`config.mk`:
```
export PLATFORM = sky130hd
export DESIGN_NAME = mem_fifo_loader_flat
export DESIGN_NICKNAME = d
export VERILOG_FILES = /design/src/rtl/mem_fifo_loader_pkg.sv /design/src/rtl/mem_fifo_loader_if.sv /design/src/rtl/mem_fifo_loader_word_unpacker.sv /design/src/rtl/mem_fifo_loader.sv /design/src/flat_wrapper.sv
export SDC_FILE = /design/constraint.sdc
export NUM_CORES = 1
export LEC_CHECK = 0
export ABC_AREA = 1
export BUFFER_PORTS_ARGS = -buffer_cell sky130_fd_sc_hd__buf_2
export CAP_MARGIN = 20
export CORE_ASPECT_RATIO = 0.6
export CORE_MARGIN = 4
export CORE_UTILIZATION = 56
export DETAILED_ROUTE_END_ITERATION = 6
export PLACE_DENSITY = 0.9
export SYNTH_ARGS = -nofsm -noshare
export SYNTH_HDL_FRONTEND = slang
export SYNTH_HIERARCHICAL = 1
export SYNTH_SLANG_ARGS = --single-unit
```
`constraint.sdc`:
```
create_clock -name clk -period 2.5 [get_ports clk]
set_clock_uncertainty 0.1 [all_clocks]
set_input_delay 0.25 -clock clk [delete_from_list [all_inputs] [get_ports clk]]
set_output_delay 0.25 -clock clk [all_outputs]
set_load 0.02 [all_outputs]
```
`src/rtl/mem_fifo_loader_pkg.sv`:
```
`default_nettype none
// ============================================================================
// Module      : mem_fifo_loader_pkg
// Description : Shared matrix-vector constants, FIFO index type and the
//               loader state encoding.
// Revision    : 1.0 - initial release
// ============================================================================
package mem_fifo_loader_pkg;

  // Default geometry shared with the multiplier and its FIFO array
  localparam int c_NUM_ROWS = 8;
  localparam int c_DATA_W   = 8;
  localparam int c_WORD_W   = 64;
  localparam int c_ADDR_W   = 32;
  localparam int c_BPW      = c_WORD_W / c_DATA_W;

  // Index into the NUM_ROWS+1 input FIFOs (vector FIFO is the last one)
  typedef logic [$clog2(c_NUM_ROWS + 1)-1:0] fifo_idx_t;

  // Loader FSM encoding
  typedef enum logic [2:0] {
    S_IDLE      = 3'd0,
    S_REQ       = 3'd1,
    S_WAIT_DATA = 3'd2,
    S_UNPACK    = 3'd3,
    S_DONE      = 3'd4
  } loader_state_t;

endpackage
`default_nettype wire

```
`src/rtl/mem_fifo_loader_if.sv`:
```
`default_nettype none
// ============================================================================
// Module      : mem_fifo_loader_if
// Description : Control, memory-read and FIFO-write signals of the loader.
//               master = loader side, slave = memory/FIFO/controller side.
// Revision    : 1.0 - initial release
// ============================================================================
interface mem_fifo_loader_if #(
  parameter int NUM_ROWS = 8,
  parameter int DATA_W   = 8,
  parameter int WORD_W   = 64,
  parameter int ADDR_W   = 32
) ();

  logic                fill;
  logic                busy;
  logic                done;
  logic [ADDR_W-1:0]   mem_address;
  logic                mem_read;
  logic                mem_waitrequest;
  logic [WORD_W-1:0]   mem_readdata;
  logic                mem_readdatavalid;
  logic [NUM_ROWS:0]   fifo_sel;
  logic [DATA_W-1:0]   fifo_din;
  logic                fifo_wren;
  logic [NUM_ROWS:0]   fifo_full;

  modport master (
    input  fill,
    output busy,
    output done,
    output mem_address,
    output mem_read,
    input  mem_waitrequest,
    input  mem_readdata,
    input  mem_readdatavalid,
    output fifo_sel,
    output fifo_din,
    output fifo_wren,
    input  fifo_full
  );

  modport slave (
    output fill,
    input  busy,
    input  done,
    input  mem_address,
    input  mem_read,
    output mem_waitrequest,
    output mem_readdata,
    output mem_readdatavalid,
    input  fifo_sel,
    input  fifo_din,
    input  fifo_wren,
    output fifo_full
  );

endinterface
`default_nettype wire

```
`src/rtl/mem_fifo_loader_word_unpacker.sv`:
```
`default_nettype none
// ============================================================================
// Module      : mem_fifo_loader_word_unpacker
// Description : Holds one memory word and presents it one element at a time,
//               least-significant element first, flagging the last one.
// Revision    : 1.0 - initial release
// ============================================================================
module mem_fifo_loader_word_unpacker #(
  parameter int DATA_W = 8,
  parameter int WORD_W = 64
) (
  input  logic              clk,
  input  logic              rst_n,
  input  logic              load,
  input  logic [WORD_W-1:0] word_in,
  input  logic              advance,
  output logic [DATA_W-1:0] byte_out,
  output logic              last_byte
);

  localparam int c_BPW    = WORD_W / DATA_W;
  localparam int c_BIDX_W = $clog2(c_BPW);

  typedef logic [c_BIDX_W-1:0] bidx_t;

  logic [c_BPW-1:0][DATA_W-1:0] r_word_q;
  bidx_t                        r_byte_idx;

  // Capture a fresh word (restarting at element 0) or step to the next element
  always_ff @(posedge clk or negedge rst_n) begin
    if (!rst_n) begin
      r_word_q   <= '0;
      r_byte_idx <= '0;
    end else if (load) begin
      r_word_q   <= word_in;
      r_byte_idx <= '0;
    end else if (advance) begin
      r_byte_idx <= last_byte ? '0 : r_byte_idx + bidx_t'(1);
    end
  end

  assign byte_out  = r_word_q[r_byte_idx];
  assign last_byte = (r_byte_idx == bidx_t'(c_BPW - 1));

endmodule
`default_nettype wire

```
`src/rtl/mem_fifo_loader.sv`:
```
`default_nettype none
// ============================================================================
// Module      : mem_fifo_loader
// Description : On a fill pulse reads NUM_ROWS matrix rows plus one vector
//               word from memory and scatters their bytes into the one-hot
//               selected input FIFOs, honouring FIFO full back-pressure.
// Revision    : 1.0 - initial release
// ============================================================================
module mem_fifo_loader
  import mem_fifo_loader_pkg::*;
#(
  parameter int                NUM_ROWS  = c_NUM_ROWS,
  parameter int                DATA_W    = c_DATA_W,
  parameter int                WORD_W    = c_WORD_W,
  parameter int                ADDR_W    = c_ADDR_W,
  parameter logic [ADDR_W-1:0] BASE_ADDR = '0
) (
  input  logic                clk,
  input  logic                rst_n,
  mem_fifo_loader_if.master   bus
);

  localparam int c_IDX_W = $clog2(NUM_ROWS + 1);

  typedef logic [c_IDX_W-1:0] widx_t;

  loader_state_t      r_state;
  loader_state_t      w_state_nxt;
  widx_t              r_word_idx;
  widx_t              w_word_idx_nxt;

  logic               w_load;
  logic               w_advance;
  logic               w_last_byte;
  logic [DATA_W-1:0]  w_byte;

  logic               w_busy;
  logic               w_done;
  logic               w_mem_read;
  logic [ADDR_W-1:0]  w_mem_address;
  logic [NUM_ROWS:0]  w_fifo_sel;
  logic [DATA_W-1:0]  w_fifo_din;
  logic               w_fifo_wren;

  mem_fifo_loader_word_unpacker #(
    .DATA_W (DATA_W),
    .WORD_W (WORD_W)
  ) u_unpacker (
    .clk       (clk),
    .rst_n     (rst_n),
    .load      (w_load),
    .word_in   (bus.mem_readdata),
    .advance   (w_advance),
    .byte_out  (w_byte),
    .last_byte (w_last_byte)
  );

  // State and word counter; async reset parks the loader in IDLE at row 0
  always_ff @(posedge clk or negedge rst_n) begin
    if (!rst_n) begin
      r_state    <= S_IDLE;
      r_word_idx <= '0;
    end else begin
      r_state    <= w_state_nxt;
      r_word_idx <= w_word_idx_nxt;
    end
  end

  // Next-state and outputs; select/data are only driven while unpacking
  always_comb begin
    w_state_nxt    = r_state;
    w_word_idx_nxt = r_word_idx;
    w_load         = 1'b0;
    w_advance      = 1'b0;
    w_busy         = 1'b1;
    w_done         = 1'b0;
    w_mem_read     = 1'b0;
    w_mem_address  = '0;
    w_fifo_sel     = '0;
    w_fifo_din     = '0;
    w_fifo_wren    = 1'b0;

    case (r_state)
      S_IDLE: begin
        w_busy = 1'b0;
        if (bus.fill) begin
          w_state_nxt    = S_REQ;
          w_word_idx_nxt = '0;
        end
      end

      S_REQ: begin
        w_mem_read    = 1'b1;
        w_mem_address = BASE_ADDR + ADDR_W'(r_word_idx);
        if (!bus.mem_waitrequest) begin
          w_state_nxt = S_WAIT_DATA;
        end
      end

      S_WAIT_DATA: begin
        // Only one read is ever outstanding, so the first valid beat is ours
        if (bus.mem_readdatavalid) begin
          w_load      = 1'b1;
          w_state_nxt = S_UNPACK;
        end
      end

      S_UNPACK: begin
        w_fifo_sel[r_word_idx] = 1'b1;
        w_fifo_din             = w_byte;
        w_fifo_wren            = ~bus.fifo_full[r_word_idx];
        w_advance              = w_fifo_wren;
        if (w_fifo_wren && w_last_byte) begin
          w_word_idx_nxt = r_word_idx + widx_t'(1);
          w_state_nxt    = (r_word_idx == widx_t'(NUM_ROWS)) ? S_DONE : S_REQ;
        end
      end

      S_DONE: begin
        w_done      = 1'b1;
        w_state_nxt = S_IDLE;
      end

      default: begin
        w_state_nxt = S_IDLE;
      end
    endcase
  end

  assign bus.busy        = w_busy;
  assign bus.done        = w_done;
  assign bus.mem_read    = w_mem_read;
  assign bus.mem_address = w_mem_address;
  assign bus.fifo_sel    = w_fifo_sel;
  assign bus.fifo_din    = w_fifo_din;
  assign bus.fifo_wren   = w_fifo_wren;

endmodule
`default_nettype wire
```
`src/flat_wrapper.sv`:
```
// flat-port wrapper written by rule: the top's interface ports become plain ports
module mem_fifo_loader_flat import mem_fifo_loader_pkg::*;
#(
  parameter int                NUM_ROWS  = c_NUM_ROWS,
  parameter int                DATA_W    = c_DATA_W,
  parameter int                WORD_W    = c_WORD_W,
  parameter int                ADDR_W    = c_ADDR_W,
  parameter logic [ADDR_W-1:0] BASE_ADDR = '0
)
  (clk, rst_n, bus_fill, bus_busy, bus_done, bus_mem_address, bus_mem_read, bus_mem_waitrequest, bus_mem_readdata, bus_mem_readdatavalid, bus_fifo_sel, bus_fifo_din, bus_fifo_wren, bus_fifo_full);
  mem_fifo_loader_if #(.NUM_ROWS(NUM_ROWS), .DATA_W(DATA_W), .WORD_W(WORD_W), .ADDR_W(ADDR_W)) bus_i ();
  input  logic clk;
  input  logic rst_n;
  input wire logic [$bits(bus_i.fill)-1:0] bus_fill;
  output wire logic [$bits(bus_i.busy)-1:0] bus_busy;
  output wire logic [$bits(bus_i.done)-1:0] bus_done;
  output wire logic [$bits(bus_i.mem_address)-1:0] bus_mem_address;
  output wire logic [$bits(bus_i.mem_read)-1:0] bus_mem_read;
  input wire logic [$bits(bus_i.mem_waitrequest)-1:0] bus_mem_waitrequest;
  input wire logic [$bits(bus_i.mem_readdata)-1:0] bus_mem_readdata;
  input wire logic [$bits(bus_i.mem_readdatavalid)-1:0] bus_mem_readdatavalid;
  output wire logic [$bits(bus_i.fifo_sel)-1:0] bus_fifo_sel;
  output wire logic [$bits(bus_i.fifo_din)-1:0] bus_fifo_din;
  output wire logic [$bits(bus_i.fifo_wren)-1:0] bus_fifo_wren;
  input wire logic [$bits(bus_i.fifo_full)-1:0] bus_fifo_full;
  assign bus_i.fill = bus_fill;
  assign bus_busy = bus_i.busy;
  assign bus_done = bus_i.done;
  assign bus_mem_address = bus_i.mem_address;
  assign bus_mem_read = bus_i.mem_read;
  assign bus_i.mem_waitrequest = bus_mem_waitrequest;
  assign bus_i.mem_readdata = bus_mem_readdata;
  assign bus_i.mem_readdatavalid = bus_mem_readdatavalid;
  assign bus_fifo_sel = bus_i.fifo_sel;
  assign bus_fifo_din = bus_i.fifo_din;
  assign bus_fifo_wren = bus_i.fifo_wren;
  assign bus_i.fifo_full = bus_fifo_full;
  mem_fifo_loader #(.NUM_ROWS(NUM_ROWS), .DATA_W(DATA_W), .WORD_W(WORD_W), .ADDR_W(ADDR_W), .BASE_ADDR(BASE_ADDR)) u_core (.clk(clk), .rst_n(rst_n), .bus(bus_i));
endmodule
```
After elaboration in Yosys (flattened, before gate mapping)
Cells that the tools add are included.
Widths: inputs -> output; s select.

storage, ports and cells
  input bits = 78
  flip-flop bits (word level) = 74

cells by class
  bitwise operators = 1
  reductions and logical operators = 7
  equal/unequal tests = 10
  mux-type cells = 27
  add/sub/neg operators = 2
  magnitude comparators = 3

operators with widths
  cell                 count
  $bmux 8 s3           1
  $mux 3               8
  $mux 8               2
  $mux 4               3
  $pmux 3 s4           1
  $mux 9               1
  $mux 1               8
  $pmux 4 s2           1
  $eq 3x2->1 const B   2
  $eq 3x3->1 const B   2
  $ne 2x2->1 const B   3
  $lt 4x5->1 const B   1
  $add 4x1->4 const B  1
  $bmux 1 s4           1
  $demux 1 s4          1
  $eq 4x4->1 const B   1
  $ge 4x1->1 const B   1
  $lt 3x4->1 const B   1
  $reduce_and 4->1     1
  $reduce_bool 2->1    2
  $add 3x1->3 const B  1
  $eq 3x1->1 const B   1
  $logic_not 3->1      1
  $reduce_and 3->1     1
  3 further kinds      4

Depth between registers and ports, before layout
Gate-level depths: netlist of run 1.

  depth after elaboration = 6
  gate-level depth with buffers = 12
  gate-level depth less buffers = 11

By module
Netlist of run 1, hierarchy kept.

by module, submodules not included
  module                         cells each  area each (um^2)  times used  sequential area each (um^2)
  mem_fifo_loader_word_unpacker  434         3296.9            1           1676.6
  mem_fifo_loader                167         1042.2            1           175.2

Worst setup path before layout of run 1
Ideal clock, no wire load.

  path kind = flip-flop to output port
  start = reg u_core.r_state[1]
  end = out bus_mem_address[0]
  required time = 2.150 ns
  slack = 0.507 ns
  arrival = 1.643 ns
  path buffers = 0
  cell stages (with the launch flop) = 4
  cells stage by stage = dfrtp_1 -> nor3_1 -> inv_1 -> nor2_1

between the ends
  cells in the longest elaborated chain, start to end = 2

RTL lines
  item                      line                   source
  start: declaration        mem_fifo_loader.sv:27  loader_state_t r_state;
  start signal: assignment  mem_fifo_loader.sv:64  r_state <= w_state_nxt;
  $eq 3x1->1                mem_fifo_loader.sv:83  case (r_state)
  $mux 4                    mem_fifo_loader.sv:83
  end: declaration          flat_wrapper.sv:17     output wire logic [$bits(bus_i.mem_address)-1:0] bus_mem_address;

No other way between the ends.

Worst setup path in the final report of run 1
  start = reg u_core.u_unpacker.r_byte_idx[1]
  end = out bus_fifo_din[1]

between the ends
  cells in the longest elaborated chain, start to end = 3

RTL lines
  item                          line                                 source
  start: declaration            mem_fifo_loader_word_unpacker.sv:27  bidx_t r_byte_idx;
  start signal: assignment      mem_fifo_loader_word_unpacker.sv:38  r_byte_idx <= last_byte ? '0 : r_byte_idx + bidx_t'(1);
  $bmux 8 s3                    mem_fifo_loader_word_unpacker.sv:42  assign byte_out = r_word_q[r_byte_idx];
  $mux 8 (not written as such)  mem_fifo_loader_word_unpacker.sv:42
  via u_core.w_byte[1]          mem_fifo_loader.sv:35                logic [DATA_W-1:0] w_byte;
  $mux 8                        mem_fifo_loader.sv:83
  end: declaration              flat_wrapper.sv:23                   output wire logic [$bits(bus_i.fifo_din)-1:0] bus_fifo_din;

The timed path passes the listed nets, and every way through them passes these cells. The select of a mux whose other input is x is not followed.

==> results of run 1 <==
==> kinds of logic after synthesis <==
kind of cell,after synthesis,synth area share (%)
XOR/XNOR,2,0.4038
AND/OR/NAND/NOR,287,28.06
adder cells (fa/ha/maj),6,1.730
other,1,0.08642
buffers and inverters,159,18.60
AO/OA/AOI/OAI,72,8.449
flip-flops,74,42.68
==> worst register-to-register path: stages (launching register included) <==
cell	delay [ns]
dfrtp_1	0.57
buf_4	0.35
ha_1	0.23
ha_1	0.21
nand2_2	0.09
nand2_4	0.11
nand2_4	0.07
nand2_1	0.06
nand2_1	0.07
==> metrics by stage <==
stage / std cells / instance area, um2 / hold WS, ns / util [%] / worst slack (ns)
2_1_floorplan: 628 / 4441 / -0.1456 / - / 0.5071
6_report: 797 / 5025 / 0.02429 / 68.02 / 0.1697
3_5_place_dp: 780 / 4717 / 0.2074 / 63.86 / 0.5425
3_3_place_gp: 780 / 4717 / 0.2032 / 63.86 / 0.6022
5_1_grt: 797 / 5025 / 0.02549 / 68.02 / 0.01436
4_1_cts: 797 / 5025 / 0.01746 / 68.02 / 0.1615
==> how the worst max path moves through the flow <==
| stage | endpoint |
|---|---|
| 2_1_floorplan | bus_mem_address[0] |
| 3_3_place_gp | bus_fifo_din[4] |
| 3_5_place_dp | bus_fifo_wren |
| 4_1_cts | bus_fifo_wren |
| 5_1_grt | bus_fifo_din[7] |
| 6_report | bus_fifo_din[1] |
==> cell usage after synthesis, types with 4 or more instances <==
cell      number  area share [%]
nand2_2        4            0.58
o21ai_1        4            0.46
buf_4         33             5.7
buf_2          9             1.0
o21ai_0       65             7.5
dfrtp_1       74              43
inv_2          7            0.61
inv_1         92             8.0
ha_1           6             1.7
buf_6          9             2.3
clkbuf_1       4            0.35
nand3_1       44             5.1
nor2_1        23             2.0
nor3_1        10             1.2
nand2_1      192              17
==> power groups by stage <==
stage	clock (mW)	sequential (mW)	combinational, mW
after floorplan	0	1.90	2.15
final	1.28	2.02	2.68
after detailed placement	0	2.03	2.60
after global placement	0	1.99	2.50
after CTS	1.30	2.02	2.64
after global routing	1.35	2.07	3.04
==> metal layers <==
metal / routed length (um) / part of all wire [%] / up-vias / track usage (%)
met5: 0 / 0 / - / 0
met4: 253 / 2.3 / 0 / 6.935
met3: 1009 / 9.2 / 30 / 8.234
met2: 5020 / 46 / 199 / 36.53
met1: 4706 / 43 / 1856 / 31.48
li1: - / - / 1936 / -
==> sequential cells by signal, summed over array words and instances, names as in the netlist <==
signal	flops
u_core/r_state	3
u_core/r_word_idx	4
u_core/u_unpacker/r_byte_idx	3
u_core/u_unpacker/r_word_q	64
==> layout make-up <==
| type | instances | area (um2) |
|---|---|---|
| clock buffer | 12 | 246.5 |
| fill | 638 | 2362 |
| multi-input combinational | 395 | 1789 |
| timing repair buffer | 106 | 568.0 |
| tap | 104 | 130.1 |
| clock inverter | 4 | 51.30 |
| inverter | 102 | 387.9 |
| sequential | 74 | 1852 |
==> cells in the final DEF, fill, tap and decap left out, types with 6 or more instances in the layout <==
master	n
nand3_1	44
dfrtp_1	74
nor3_1	10
o21ai_0	65
ha_1	6
clkbuf_16	9
nand2_1	192
inv_1	92
inv_2	7
nor2_1	22
conb_1	28
buf_2	102
==> what timing repair did <==
action	4_1_cts	5_1_grt
endpoints found under the setup margin	0	0
hold buffers	1	0
endpoints found under the hold margin	74	0
setup buffers	0	0
==> qor.yml, run 1 <==
path_common_cell: "nand2_1"
powerDensity_nw_per_um2: 1191
ys_warn_count: 6
die_area_um2: 9267
htree_levels: 3
via_per_inst: 5.045
max-cap-violations: 0
seqPwrFrac_pct: 33.8
grt_pass1_wl_um: 17750
hpwl_um: 7836
numCtsBuffers: 9
grt_pass1_vias: 3894
io_pins: 131
fin_crit_ns: 2.330
nNetsFinal: 772
antenna_found_initial: 0
min_path_cells: 3
reg2regPathDepth: 8
cts_buffer_depth: 2
crit_arrival_ns: 1.98
drtIter0Drc: 430
p_switching_mw: 2.605
finalPower_mw: 5.984
syn_area_per_cell_um2: 7.220
startpoint: "u_core/u_unpacker/r_byte_idx[1]"
worstSetupStartpointType: "flop"
avgRoutedWirePerCell_um: 13.79
syn_inst: 601
drc: 14
chipHeight_um: 76.19
finalHoldViolCount: 0
clock-sinks: 74
port_buffers: 102
timing.rr.start: "u_core/u_unpacker/r_byte_idx[0]"
p_leak_nw: 2.776
slew_violations: 0
reg2reg_slack_ns: 0.51
cp.required_ns: 2.15
worstMarginPinSlew_ns: 0.7106
synth_edf_count: 0
start_util_pct: 58.74
max_stage_delay_ns: 0.80
slew_headroom_pct: 52.63
period_share_pct: 93.21
r2r-end: "u_core/r_word_idx[2]"
status: "finished, violations left"
grt-ovfl-total: 0
rows: 24
setup_viol: 0
die_x_um: 121.6
ys_seq_area_share_pct: 42.68
cp_slowest_cell: "dfrtp_1"
detail-route-antenna-nets: 0
fin_tns_setup_ns: 0
combPwrFrac_pct: 44.8
path_cells: "inv_4 > nand3_1 > nand2_1 > nand2_1 > nand2_1 > inv_1 > nor2_1 > buf_2"
min_path_type: "in -> reg"
synth.distinct_cells: 32
crit_type: "reg -> out"
path_clk_slew_ns: 0.06
synth_area_um2: 4339
grt_use_total_pct: 23.61
endpoint_kind: "output pin"
crit_family: "flip-flops"
ys_ff_latch: 74
drt_first_pass_iters: 7
critPathMaxFanout: 18
core_area_um2: 7387
diodes: 0
violations: "DRC"
hold-path-endpoint: "u_core/u_unpacker/r_word_q[32]"
rsz0062_at_grt: "false"
vias: 4021
intPower_mw: 3.379
async_flop_share_pct: 100.0
gp_congestion: 0.9245
crit_buf_inv: 3
synth_ff_type: "dfrtp_1"
clock_latency_ns: 0.33
cts_tree: "done"
final_layout_size_suffix_gt1_share_pct: 20.49
vdd_drop_max_mv: 0.5295
p_sw_share_pct: 43.53
hold_start: "bus_mem_readdata[32]"
pwr-share-clk_pct: 21.4
syn2layout_area_growth_pct: 15.80
cts_resized: 0
cts_root_buf: "clkbuf_16"
fmax_mhz: 429.1
path_depth: 8
finalWirelength_um: 10990
grt_max_degree: 131
Note: power is estimated with default switching activity, not from simulation.
==> run 2: changes to the inputs <==
- ABC_AREA: 1 -> unset
- CORE_UTILIZATION: 56 -> 55
==> qor.yml, run 2 <==
core_area_um2: 6907
critPathMaxFanout: 8
slew_violations: 0
port_buffers: 102
final_area_um2: 4913
slew_headroom_pct: 37.40
r2r-end: "u_core/u_unpacker/r_byte_idx[0]"
rsz0062_at_grt: "false"
pwr-share-clk_pct: 21.3
io_pins: 131
intPower_mw: 4.243
synth.area.top_cells: "dfrtp_1 46%, mux2_2 18%, buf_4 5.4%"
largest_register_ffs: 64
path_cells: "buf_12 > mux4_1 > mux2_4 > and2_1 > buf_2"
final_common_cell: "buf_2"
final_cells: 500
antenna_found_initial: 0
mostFrequentLayoutCells: "101 x buf_2, 72 x dfrtp_1, 64 x mux2_2, 28 x conb_1, 14 x nor2_1"
syn_inst: 304
worst_slack_ns: 0.08115
ys_ff_latch: 74
startpoint: "u_core/u_unpacker/r_byte_idx[0]"
worstSetupStartpointType: "flop"
vdd_drop_max_mv: 0.6495
avgRoutedWirePerCell_um: 18.64
reg2regPathDepth: 6
setup_viol: 0
cp-endpoint: "bus_fifo_din[1]"
fin_crit_ns: 2.419
worstMarginPinSlew_ns: 0.9391
gp_congestion: 0.8114
cts_buffer_depth: 2
detail-route-antenna-nets: 0
cts_tree: "done"
min_path_cells: 2
synth_common_cells: "74 x dfrtp_1, 64 x mux2_2, 29 x buf_4"
path_clk_slew_ns: 0.06
reg2reg_slack_ns: 0.34
reg_top3: "u_core/u_unpacker/r_word_q (64), u_core/r_word_idx (4)"
synth_edf_count: 0
chipHeight_um: 74.45
min_path_type: "in -> reg"
drt_first_pass_iters: 4
numCtsBuffers: 9
diodes: 0
max-cap-violations: 0
crit_arrival_ns: 2.07
via_per_inst: 5.518
synth_area_leader_cell: "dfrtp_1"
syn2layout_area_growth_pct: 21.39
cp_slowest_cell: "mux4_1"
synth.most_common_cell: "dfrtp_1"
synth_ff_type: "dfrtp_1"
clock-sinks: 74
combPwrFrac_pct: 44.1
finalWirelength_um: 9318
cts_root_buf: "clkbuf_16"
p_leak_nw: 2.302
clock_latency_ns: 0.34
post_dp_cell_area_um2: 4548
syn_area_per_cell_um2: 13.31
endpoint_kind: "output pin"
grt_pass1_wl_um: 14450
regMostFlops: "u_core/u_unpacker/r_word_q"
finalHoldViolCount: 0
fin_tns_setup_ns: 0
nNetsFinal: 492
p_sw_share_pct: 32.92
grt_use_total_pct: 21.53
period_share_pct: 96.75
grt_max_degree: 75
vias: 2759
die_x_um: 118.8
grt-ovfl-total: 0
cp.required_ns: 2.15
max_stage_delay_ns: 0.56
dp_slack_ns: 0.3347
dp_cells: 481
ys_warn_count: 6
start_util_pct: 58.61
drtIter0Drc: 289
async_flop_share_pct: 100.0
fmax_mhz: 413.4
grt_pass1_vias: 2881
timing.rr.start: "u_core/r_word_idx[0]"
synth.distinct_cells: 45
p_switching_mw: 2.082
seqPwrFrac_pct: 34.6
synth_top_area_share_pct: 45.75
hpwl_um: 6624
powerDensity_nw_per_um2: 1287
final_layout_size_suffix_gt1_share_pct: 54.48
crit_type: "reg -> out"
drc: 0
status: "complete, no violations"
synth_area_um2: 4048
htree_levels: 3
rows: 23
die_area_um2: 8841
ys_seq_area_share_pct: 45.75
[run 2: layout make-up]
type	instances	area, um2
clock buffers	13	270.3
clock inverters	3	46.29
fillers	467	1993
inverters	5	22.52
multi-input cells	205	1958
flip-flops and latches	74	1854
well taps	87	108.9
repair buffers	113	653.1
[run 2: metal layers]
metal  wire, um  track usage, %  part of all wire, %  up-vias
met4        151           6.547                  1.6        0
met2       4350           36.16                   47      119
li1           -               -                    -     1258
met3        718           8.283                  7.7       19
met5          0               0                    0        -
met1       4097           26.49                   44     1363
[run 2: cell families after synthesis]
| kind of cell | share of synthesized area, % |
|---|---|
| multiplexers | 32.15 |
| flip-flops | 45.75 |
| AND/OR/NAND/NOR | 7.790 |
| buffers and inverters | 8.501 |
| AO/OA/AOI/OAI | 3.864 |
| adder cells (fa/ha/maj) | 1.855 |
| other | 0.09265 |
[run 2: how the worst min path moves through the flow]
stage                                    start                        endpoint  slack, ns
after floorplan                          rst_n               u_core/r_state[0]      -0.15
after global placement                   rst_n  u_core/u_unpacker/r_word_q[19]       0.33
after detailed placement                 rst_n  u_core/u_unpacker/r_word_q[28]       0.35
after CTS                 bus_mem_readdata[50]  u_core/u_unpacker/r_word_q[50]       0.03
after global routing       bus_mem_readdata[1]   u_core/u_unpacker/r_word_q[1]       0.03
final                     bus_mem_readdata[50]  u_core/u_unpacker/r_word_q[50]       0.04
[run 2: worst max-delay path, delay by kind of cell (launching register included)]
family                 cells  cell delay, ns
buffers and inverters      2            0.31
DFF                        1            0.45
muxes                      2            0.83
and+or+nand+nor            1            0.13
[run 2: power groups by stage]
stage	clock (mW)	combinational, mW	sequential (mW)
2_1_floorplan	0	2.25	1.98
3_3_place_gp	0	2.64	2.14
3_5_place_dp	0	2.74	2.18
4_1_cts	1.37	2.75	2.17
5_1_grt	1.43	3.01	2.27
6_report	1.35	2.79	2.19
[run 2: repair_timing]
item / in CTS / in global routing
hold buffers: 1 / 0
cloned: 0 / 1
setup buffers: 0 / 1
endpoints found under the setup margin: 3 / 2
gates resized for setup: 1 / 2
hold endpoints to repair: 60 / 0
[run 2: metrics by stage]
step	hold WS (ns)	utilization [%]	total power [mW]
4_1_cts	0.02951	70.60	6.296
6_report	0.04207	71.14	6.325
3_3_place_gp	0.3304	65.85	4.778
5_1_grt	0.03203	71.14	6.698
2_1_floorplan	-0.1456	-	4.228
3_5_place_dp	0.3480	65.85	4.922
